## config.mk

```make
export PLATFORM = sky130hd
export DESIGN_NAME = gcd_fifo_reader
export DESIGN_NICKNAME = d
export VERILOG_FILES = /design/src/rtl/gcd_fifo_reader.sv
export SDC_FILE = /design/constraint.sdc
export NUM_CORES = 1
export LEC_CHECK = 0
export CAP_MARGIN = 0
export CORE_MARGIN = 2
export CORE_UTILIZATION = 52
export CTS_BUF_LIST = sky130_fd_sc_hd__clkbuf_2 sky130_fd_sc_hd__clkbuf_4 sky130_fd_sc_hd__clkbuf_8
export DETAILED_ROUTE_END_ITERATION = 16
export PLACE_DENSITY = 0.77
export SLEW_MARGIN = 20
export SYNTH_ARGS = -nofsm -noshare
export SYNTH_HDL_FRONTEND = slang
export SYNTH_SLANG_ARGS = --single-unit
```

## constraint.sdc

```tcl
create_clock -name clk_i -period 3.05 [get_ports clk_i]
set_input_delay 0.61 -clock clk_i [delete_from_list [all_inputs] [get_ports clk_i]]
set_output_delay 0.61 -clock clk_i [all_outputs]
set_load 0.05 [all_outputs]
```

## src/rtl/gcd_fifo_reader.sv

```systemverilog
// GCD operand consumer: pops A then B from a registered-read FIFO,
// reduces them by repeated subtraction and offers the result on valid/ready.
module gcd_fifo_reader #(
    parameter int unsigned DATA_WIDTH = 4,
    parameter int unsigned CNT_WIDTH  = 8
) (
    input  logic                  clk_i,
    input  logic                  rst_ni,
    input  logic                  fifo_empty_i,
    output logic                  fifo_rd_en_o,
    input  logic [DATA_WIDTH-1:0] fifo_data_i,
    input  logic                  res_ready_i,
    output logic                  res_valid_o,
    output logic [DATA_WIDTH-1:0] res_data_o,
    output logic                  busy_o,
    output logic [CNT_WIDTH-1:0]  res_cnt_o
);

    typedef enum logic [2:0] {
        REQ_A,
        CAP_A,
        REQ_B,
        CAP_B,
        CALC,
        OUT
    } state_e;

    state_e                state_q;
    logic [DATA_WIDTH-1:0] a_q;
    logic [DATA_WIDTH-1:0] b_q;
    logic [DATA_WIDTH-1:0] res_q;
    logic                  valid_q;
    logic                  busy_q;
    logic [CNT_WIDTH-1:0]  cnt_q;

    // Pop only from a request state, only when data exists, never in reset.
    assign fifo_rd_en_o = rst_ni && !fifo_empty_i &&
                          ((state_q == REQ_A) || (state_q == REQ_B));

    assign res_valid_o = valid_q;
    assign res_data_o  = res_q;
    assign busy_o      = busy_q;
    assign res_cnt_o   = cnt_q;

    // Pair sequencing, subtraction datapath and result handshake.
    always_ff @(posedge clk_i or negedge rst_ni) begin
        if (!rst_ni) begin
            state_q <= REQ_A;
            a_q     <= '0;
            b_q     <= '0;
            res_q   <= '0;
            valid_q <= 1'b0;
            busy_q  <= 1'b0;
            cnt_q   <= '0;
        end else begin
            case (state_q)
                REQ_A: begin
                    if (!fifo_empty_i) begin
                        state_q <= CAP_A;
                        busy_q  <= 1'b1;
                    end
                end
                CAP_A: begin
                    a_q     <= fifo_data_i;
                    state_q <= REQ_B;
                end
                REQ_B: begin
                    if (!fifo_empty_i) begin
                        state_q <= CAP_B;
                    end
                end
                CAP_B: begin
                    b_q     <= fifo_data_i;
                    state_q <= CALC;
                end
                CALC: begin
                    // Zero operands short-circuit; equal operands end the reduction.
                    if (a_q == '0) begin
                        res_q   <= b_q;
                        valid_q <= 1'b1;
                        state_q <= OUT;
                    end else if (b_q == '0) begin
                        res_q   <= a_q;
                        valid_q <= 1'b1;
                        state_q <= OUT;
                    end else if (a_q == b_q) begin
                        res_q   <= a_q;
                        valid_q <= 1'b1;
                        state_q <= OUT;
                    end else if (a_q > b_q) begin
                        a_q <= a_q - b_q;
                    end else begin
                        b_q <= b_q - a_q;
                    end
                end
                OUT: begin
                    if (valid_q && res_ready_i) begin
                        valid_q <= 1'b0;
                        cnt_q   <= cnt_q + CNT_WIDTH'(1);
                        busy_q  <= 1'b0;
                        state_q <= REQ_A;
                    end
                end
                default: begin
                    state_q <= REQ_A;
                    valid_q <= 1'b0;
                    busy_q  <= 1'b0;
                end
            endcase
        end
    end

endmodule

```

==> results.cfg, run 1 <==
[min_path]
hold_depth = 1
hp-class = register to register

[clock_tree]
cts_resized = 0
cts_root_buffer = clkbuf_4
htree_levels = 1
cts_tree = done
clkLatencyLatePin_ps = 320
clock_path_buffers = 2
cts.sinks = 25
hold_buffers = 0
cts.clk_slew.worst_paths_ps = 130
cts_buffers = 3
post-cts-setup-buffers = 0

[global_route]
antenna_found_initial = 0
grt_pass1_vias = 1094
grt_pass1_wl_um = 5020
grt_use_total = 0.197
grt-ovfl-total = 0
grt_max_degree = 26

[detailed_routing]
ant_nets = 0
routed_wl_um = 2890
wl_per_cell_um = 14.9
via_count = 1079
viasPerCell = 5.56
drtIter0Drc = 31
drc = 0
dr.pass1.iters = 4

[yosys]
postSynthAreaPerCell_um2 = 10.5
synth_flop_cell = dfrtp_1
synth.cell_area_mm2 = 0.00150
yosysMostFrequentCell = dfrtp_1
netlist_top_cells_count = dfrtp_1 (25), a21oi_1 (13), inv_1 (11)
synth_cell_type_count = 40
synth_warnings = 0
async_reset_ff_frac = 1.00
synth.net_count = 160
synth.yosys.seq_area_share = 0.418
yosys-top-cells-area = dfrtp_1 (42%), ha_1 (6.7%), mux2_4 (5.0%), a21oi_1 (4.3%), xnor2_1 (2.9%)
synth_top_cell_by_area = dfrtp_1
synth_edf_count = 0
synth_top_area_share = 0.418
ys_seq_elements = 25
syn_inst = 142

[sta]
fin_skew_ps = 5.89
setup_viol = 0
hold_viol_final = 0
fmax_mhz = 415
fin_crit_sh = 0.790
slew_headroom = 0.603
tns_ps = 0
rsz0062_at_grt = false
period_needed_ps = 2410
tightest_slew_ps = 588
final_max_slew_viol_count = 0

[floorplanning]
die_x_um = 57.6
die_y_um = 57.6
core.rowCount = 19
core_mm2 = 0.00273
pin_count = 23
initial_core_util = 0.547
die-area_mm2 = 0.00332

[critical_path]
path_class = input port to primary output
path_max_fanout = 2
cpMaxStageDelayCell = nor4b_1
critPathArrivalTime_ps = 1800
rr_worst_depth = 6
slowest_delay_ps = 500
critPathRequiredTime_ps = 2440
crit_path_end_kind = primary output
start_kind = input port
path_cells = clkdlybuf4s50_1 > nor4b_1 > buf_12

[final_layout]
drive_above_1_share = 0.0982
n_antenna_cell = 0
syn_to_final_growth_pct = 17.6
nFillCells = 224
fin_area_mm2 = 0.00176
num-nets-final = 182

[pwr]
p_comb_frac = 0.052
p_sw_w = 0.000116
clkPwrFrac = 0.297
cellPowerDensity_mw_per_mm2 = 291
sw_frac_of_total = 0.228
internal-power_w = 0.000395
pwr-share-seq = 0.651
vdd.ir_drop.worst_v = 0.000292
power.leakage_nw = 0.834

[placed_design]
dp_hpwl_um = 2260
port_buffers = 22
placed_cell_area_mm2 = 0.00173
gp_congestion = 0.870

[run_status]
status = finished, final reports clean

[run]
max-cap-violations = 0
critical path, delay by kind of cell:
family                 cells  cell delay, ps
buffers and inverters      2             680
and+or+nand+nor            1             500
placed cells by master (no fill, tap or decap), drive strengths merged, types with 3 or more instances in the layout:
cell type,n
o21ai,4
xor2,5
nor2,8
nand2,8
nor4,4
nand3,7
clkbuf,3
xnor2,5
clkdlybuf4s50,21
inv,11
mux2,7
a21oi,13
ha,8
dfrtp,25
worst paths after layout:
check,startpoint,endpoint,slack [ps]
setup / recovery,rst_ni,fifo_rd_en_o,640
hold / removal,res_cnt_o[7]$_DFFE_PN0P_,res_cnt_o[7]$_DFFE_PN0P_,480
setup reg to reg,a_q[1]$_DFFE_PN0P_,a_q[2]$_DFFE_PN0P_,730
hold reg to reg,res_cnt_o[7]$_DFFE_PN0P_,res_cnt_o[7]$_DFFE_PN0P_,480
max in group asynchronous,rst_ni,b_q[2]$_DFFE_PN0P_,2160
min in group asynchronous,rst_ni,res_cnt_o[0]$_DFFE_PN0P_,650
sequential cells by signal, indices dropped and copies added (netlist names):
register and count:
res_data_o 4, res_cnt_o 8, state_q 3, a_q 4, b_q 4, busy_o 1
res_valid_o 1
power groups by stage:
stage          Combinational [W]  Clock [W]  Sequential, W
2_1_floorplan         0.00000528          0       0.000342
4_1_cts                0.0000277   0.000157       0.000333
3_3_place_gp           0.0000268          0       0.000339
5_1_grt                0.0000302   0.000170       0.000333
3_5_place_dp           0.0000275          0       0.000339
6_report               0.0000268   0.000152       0.000333
cells by family after synthesis:
logic type,synth area share
and+or+nand+nor,0.170
muxes,0.0786
DFF,0.418
buffers and inverters,0.0560
AOI/OAI and AO/OA,0.125
adders and majority gates,0.0936
xor gates and xnor gates,0.0585
final cells by class:
cell class / count / area [um2] / area share
clock inverters: 1 / 7.51 / 0.00426
well taps: 31 / 38.8 / 0.0220
flip-flops and latches: 25 / 626 / 0.355
repair buffers: 23 / 238 / 0.135
multi-input cells: 100 / 787 / 0.447
inverters: 11 / 41.3 / 0.0235
clock buffers: 3 / 22.5 / 0.0128
metrics by stage:
stage | total power, W | util | cells | hold WS, ps | setup slack, ps
detailed placement | 0.000367 | 0.633 | 190 | 468 | 644
floorplan | 0.000347 | - | 142 | 314 | 187
global placement | 0.000366 | 0.633 | 190 | 461 | 697
CTS | 0.000518 | 0.644 | 194 | 490 | 637
finish | 0.000512 | 0.644 | 194 | 485 | 640
global route | 0.000533 | 0.644 | 194 | 512 | 580
per-layer routing:
metal	vias up	share of wire	global-route usage
met4	0	0.012	0.0598
met5	-	0	0
met2	13	0.49	0.328
met1	518	0.46	0.260
met3	5	0.029	0.0402
li1	543	-	-
(Power assumes the default switching activity.)
==> run 2: changes to the inputs <==
- CORE_UTILIZATION: 52 -> 50
- PLACE_DENSITY: 0.77 -> 0.78
- clock period: 3.05 -> 2 ns (I/O delays scaled with it)
==> run 2 against run 1 <==
  * The flow now finishes with violations (DRC, setup timing)
  * Sequential power increased by 53%
  * Global-route usage increased by 2.5 points
  * Sequential cell count unchanged
  * Worst hold slack got worse by 27 ps
  * First-iteration DRC count increased by 100%
  * Combinational power increased by 61%
  * Routed wire length increased by 25%
  * Critical path type is now register to register
  * Largest power group unchanged
==> results.cfg, run 2 (synthesis results as in run 1) <==
[pwr]
cellPowerDensity_mw_per_mm2 = 409
power.leakage_nw = 1.05
power_w = 0.000798
p_sw_w = 0.000179
vdd.ir_drop.worst_v = 0.000427
clkPwrFrac = 0.309
sw_frac_of_total = 0.225
pwr-share-seq = 0.636
internal-power_w = 0.000618
p_comb_frac = 0.054

[critical_path]
r2r-start = a_q[1]$_DFFE_PN0P_
critPathRequiredTime_ps = 2220
crit_path_end_kind = register
path_class = register to register
slowest_delay_ps = 430
path_cells = inv_1 > ha_4 > and4_4 > or3_1 > o21a_4 > mux2_4
critPathArrivalTime_ps = 2260
startpoint = a_q[1]$_DFFE_PN0P_
start_kind = register
path_max_fanout = 4
cpMaxStageDelayCell = dfrtp_2

[global_route]
grt_pass1_vias = 1184
grt_use_total = 0.222
grt-ovfl-total = 0
antenna_found_initial = 0
grt_pass1_wl_um = 5660
grt_max_degree = 26

[floorplanning]
die-area_mm2 = 0.00345
die_x_um = 58.7
die_y_um = 58.7
initial_core_util = 0.533
core_mm2 = 0.00281
pin_count = 23
core.rowCount = 19

[placed_design]
gp_congestion = 0.886
port_buffers = 22
placed_cell_area_mm2 = 0.00184
dp_hpwl_um = 2620

[sta]
fmax_mhz = 488
finalWorstSetupSlack_ps = -47.5
fin_hold_ws_ps = 458
hold_viol_final = 0
final_max_slew_viol_count = 0
period_needed_ps = 2050
setup_viol = 3
tightest_slew_ps = 518
fin_crit_sh = 1.02
fin_skew_ps = 16.1
slew_headroom = 0.654

[clock_tree]
cts_root_buffer = clkbuf_4
cts_tree = done
htree_levels = 1
hold_buffers = 0
cts.clk_slew.worst_paths_ps = 140
cts_buffers = 3
cts.sinks = 25
clkLatencyLatePin_ps = 330
clock_path_buffers = 2

[detailed_routing]
routed_wl_um = 3620
wl_per_cell_um = 17.3
drc = 1
viasPerCell = 5.81
drtIter0Drc = 63
ant_nets = 0
dr.pass1.iters = 10
via_count = 1220

[final_layout]
final_cell_mix = dfrtp_1 (24), buf_4 (17), a21oi_1 (13)
mostFrequentLayoutCell = dfrtp_1
n_antenna_cell = 0
largest_register_ffs = 8
fin_area_mm2 = 0.00195
syn_to_final_growth_pct = 30.4
drive_above_1_share = 0.223
num-nets-final = 198
fin_util = 0.696

[min_path]
hp-class = input port to asynchronous set/reset pin

[run_status]
status = complete, but fails checks
violations = DRC, setup timing

[run]
max-cap-violations = 0
==> run 2: cell count changes in the layout (fill, tap and decap cells not counted), sizes merged <==
cell / change
clkinvlp: -1
clkdlybuf4s50: -9
dlymetal6s2s: +7
buf: +16
dlygate4sd2: +2
clkbuf: +1
==> run 2: worst max-delay path: cells and delay by family (launching register included) <==
kind | cells | cell delay, ps
AND/OR/NAND/NOR | 2 | 550
buffers and inverters | 1 | 130
adder cells (fa/ha/maj) | 1 | 230
multiplexers | 1 | 300
flip-flops | 1 | 430
AO/OA/AOI/OAI | 1 | 270
==> run 2: through the flow <==
stage                     instances  TNS (ps)  setup WS [ps]
after floorplan                 142     -10.9          -3.64
after global placement          203         0           55.8
after detailed placement        203      -135          -40.6
after CTS                       209         0           10.2
after global routing            210      -146          -53.8
final                           210      -132          -47.5
==> run 2: cell type report <==
cell class,instances,area (um2)
Timing Repair Buffer,39,373
Tap cell,31,38.8
Multi-Input combinational cell,100,842
Clock buffer,4,30.0
Fill cell,209,853
Sequential cell,25,627
Inverter,11,41.3
==> run 2: path summary, 6_finish.rpt <==
kind / endpoint / slack (ps) / depth (start not counted)
max: b_q[2]$_DFFE_PN0P_ / -50 / 6
min: res_cnt_o[7]$_DFFE_PN0P_ / 460 / 2
max reg2reg: b_q[2]$_DFFE_PN0P_ / -50 / 6
min reg2reg: res_cnt_o[7]$_DFFE_PN0P_ / 490 / 1
max in group asynchronous: res_data_o[0]$_DFFE_PN0P_ / 1280 / 2
min in group clk_i: res_cnt_o[7]$_DFFE_PN0P_ / 490 / 1
==> run 2: layer usage <==
| metal | vias up | GRT usage | part of all wire |
|---|---|---|---|
| li1 | 572 | - | - |
| met1 | 605 | 0.280 | 0.43 |
| met2 | 35 | 0.376 | 0.50 |
| met3 | 8 | 0.0505 | 0.050 |
| met4 | 0 | 0.0779 | 0.019 |
| met5 | - | 0 | 0 |
==> run 2: power groups by stage <==
stage / Combinational, W / Sequential [W] / Clock (W)
2_1_floorplan: 0.00000826 / 0.000521 / 0
4_1_cts: 0.0000441 / 0.000508 / 0.000248
6_report: 0.0000432 / 0.000508 / 0.000247
5_1_grt: 0.0000471 / 0.000508 / 0.000275
3_3_place_gp: 0.0000425 / 0.000517 / 0
3_5_place_dp: 0.0000436 / 0.000517 / 0
==> run 2: what timing repair did <==
action / CTS / global route
resized for setup: 4 / 11
endpoints found under the setup margin: 8 / 14
cloned: 0 / 0
endpoints found under the hold margin: 0 / 0
buffers inserted: 2 / 1
pin swaps: 0 / 2
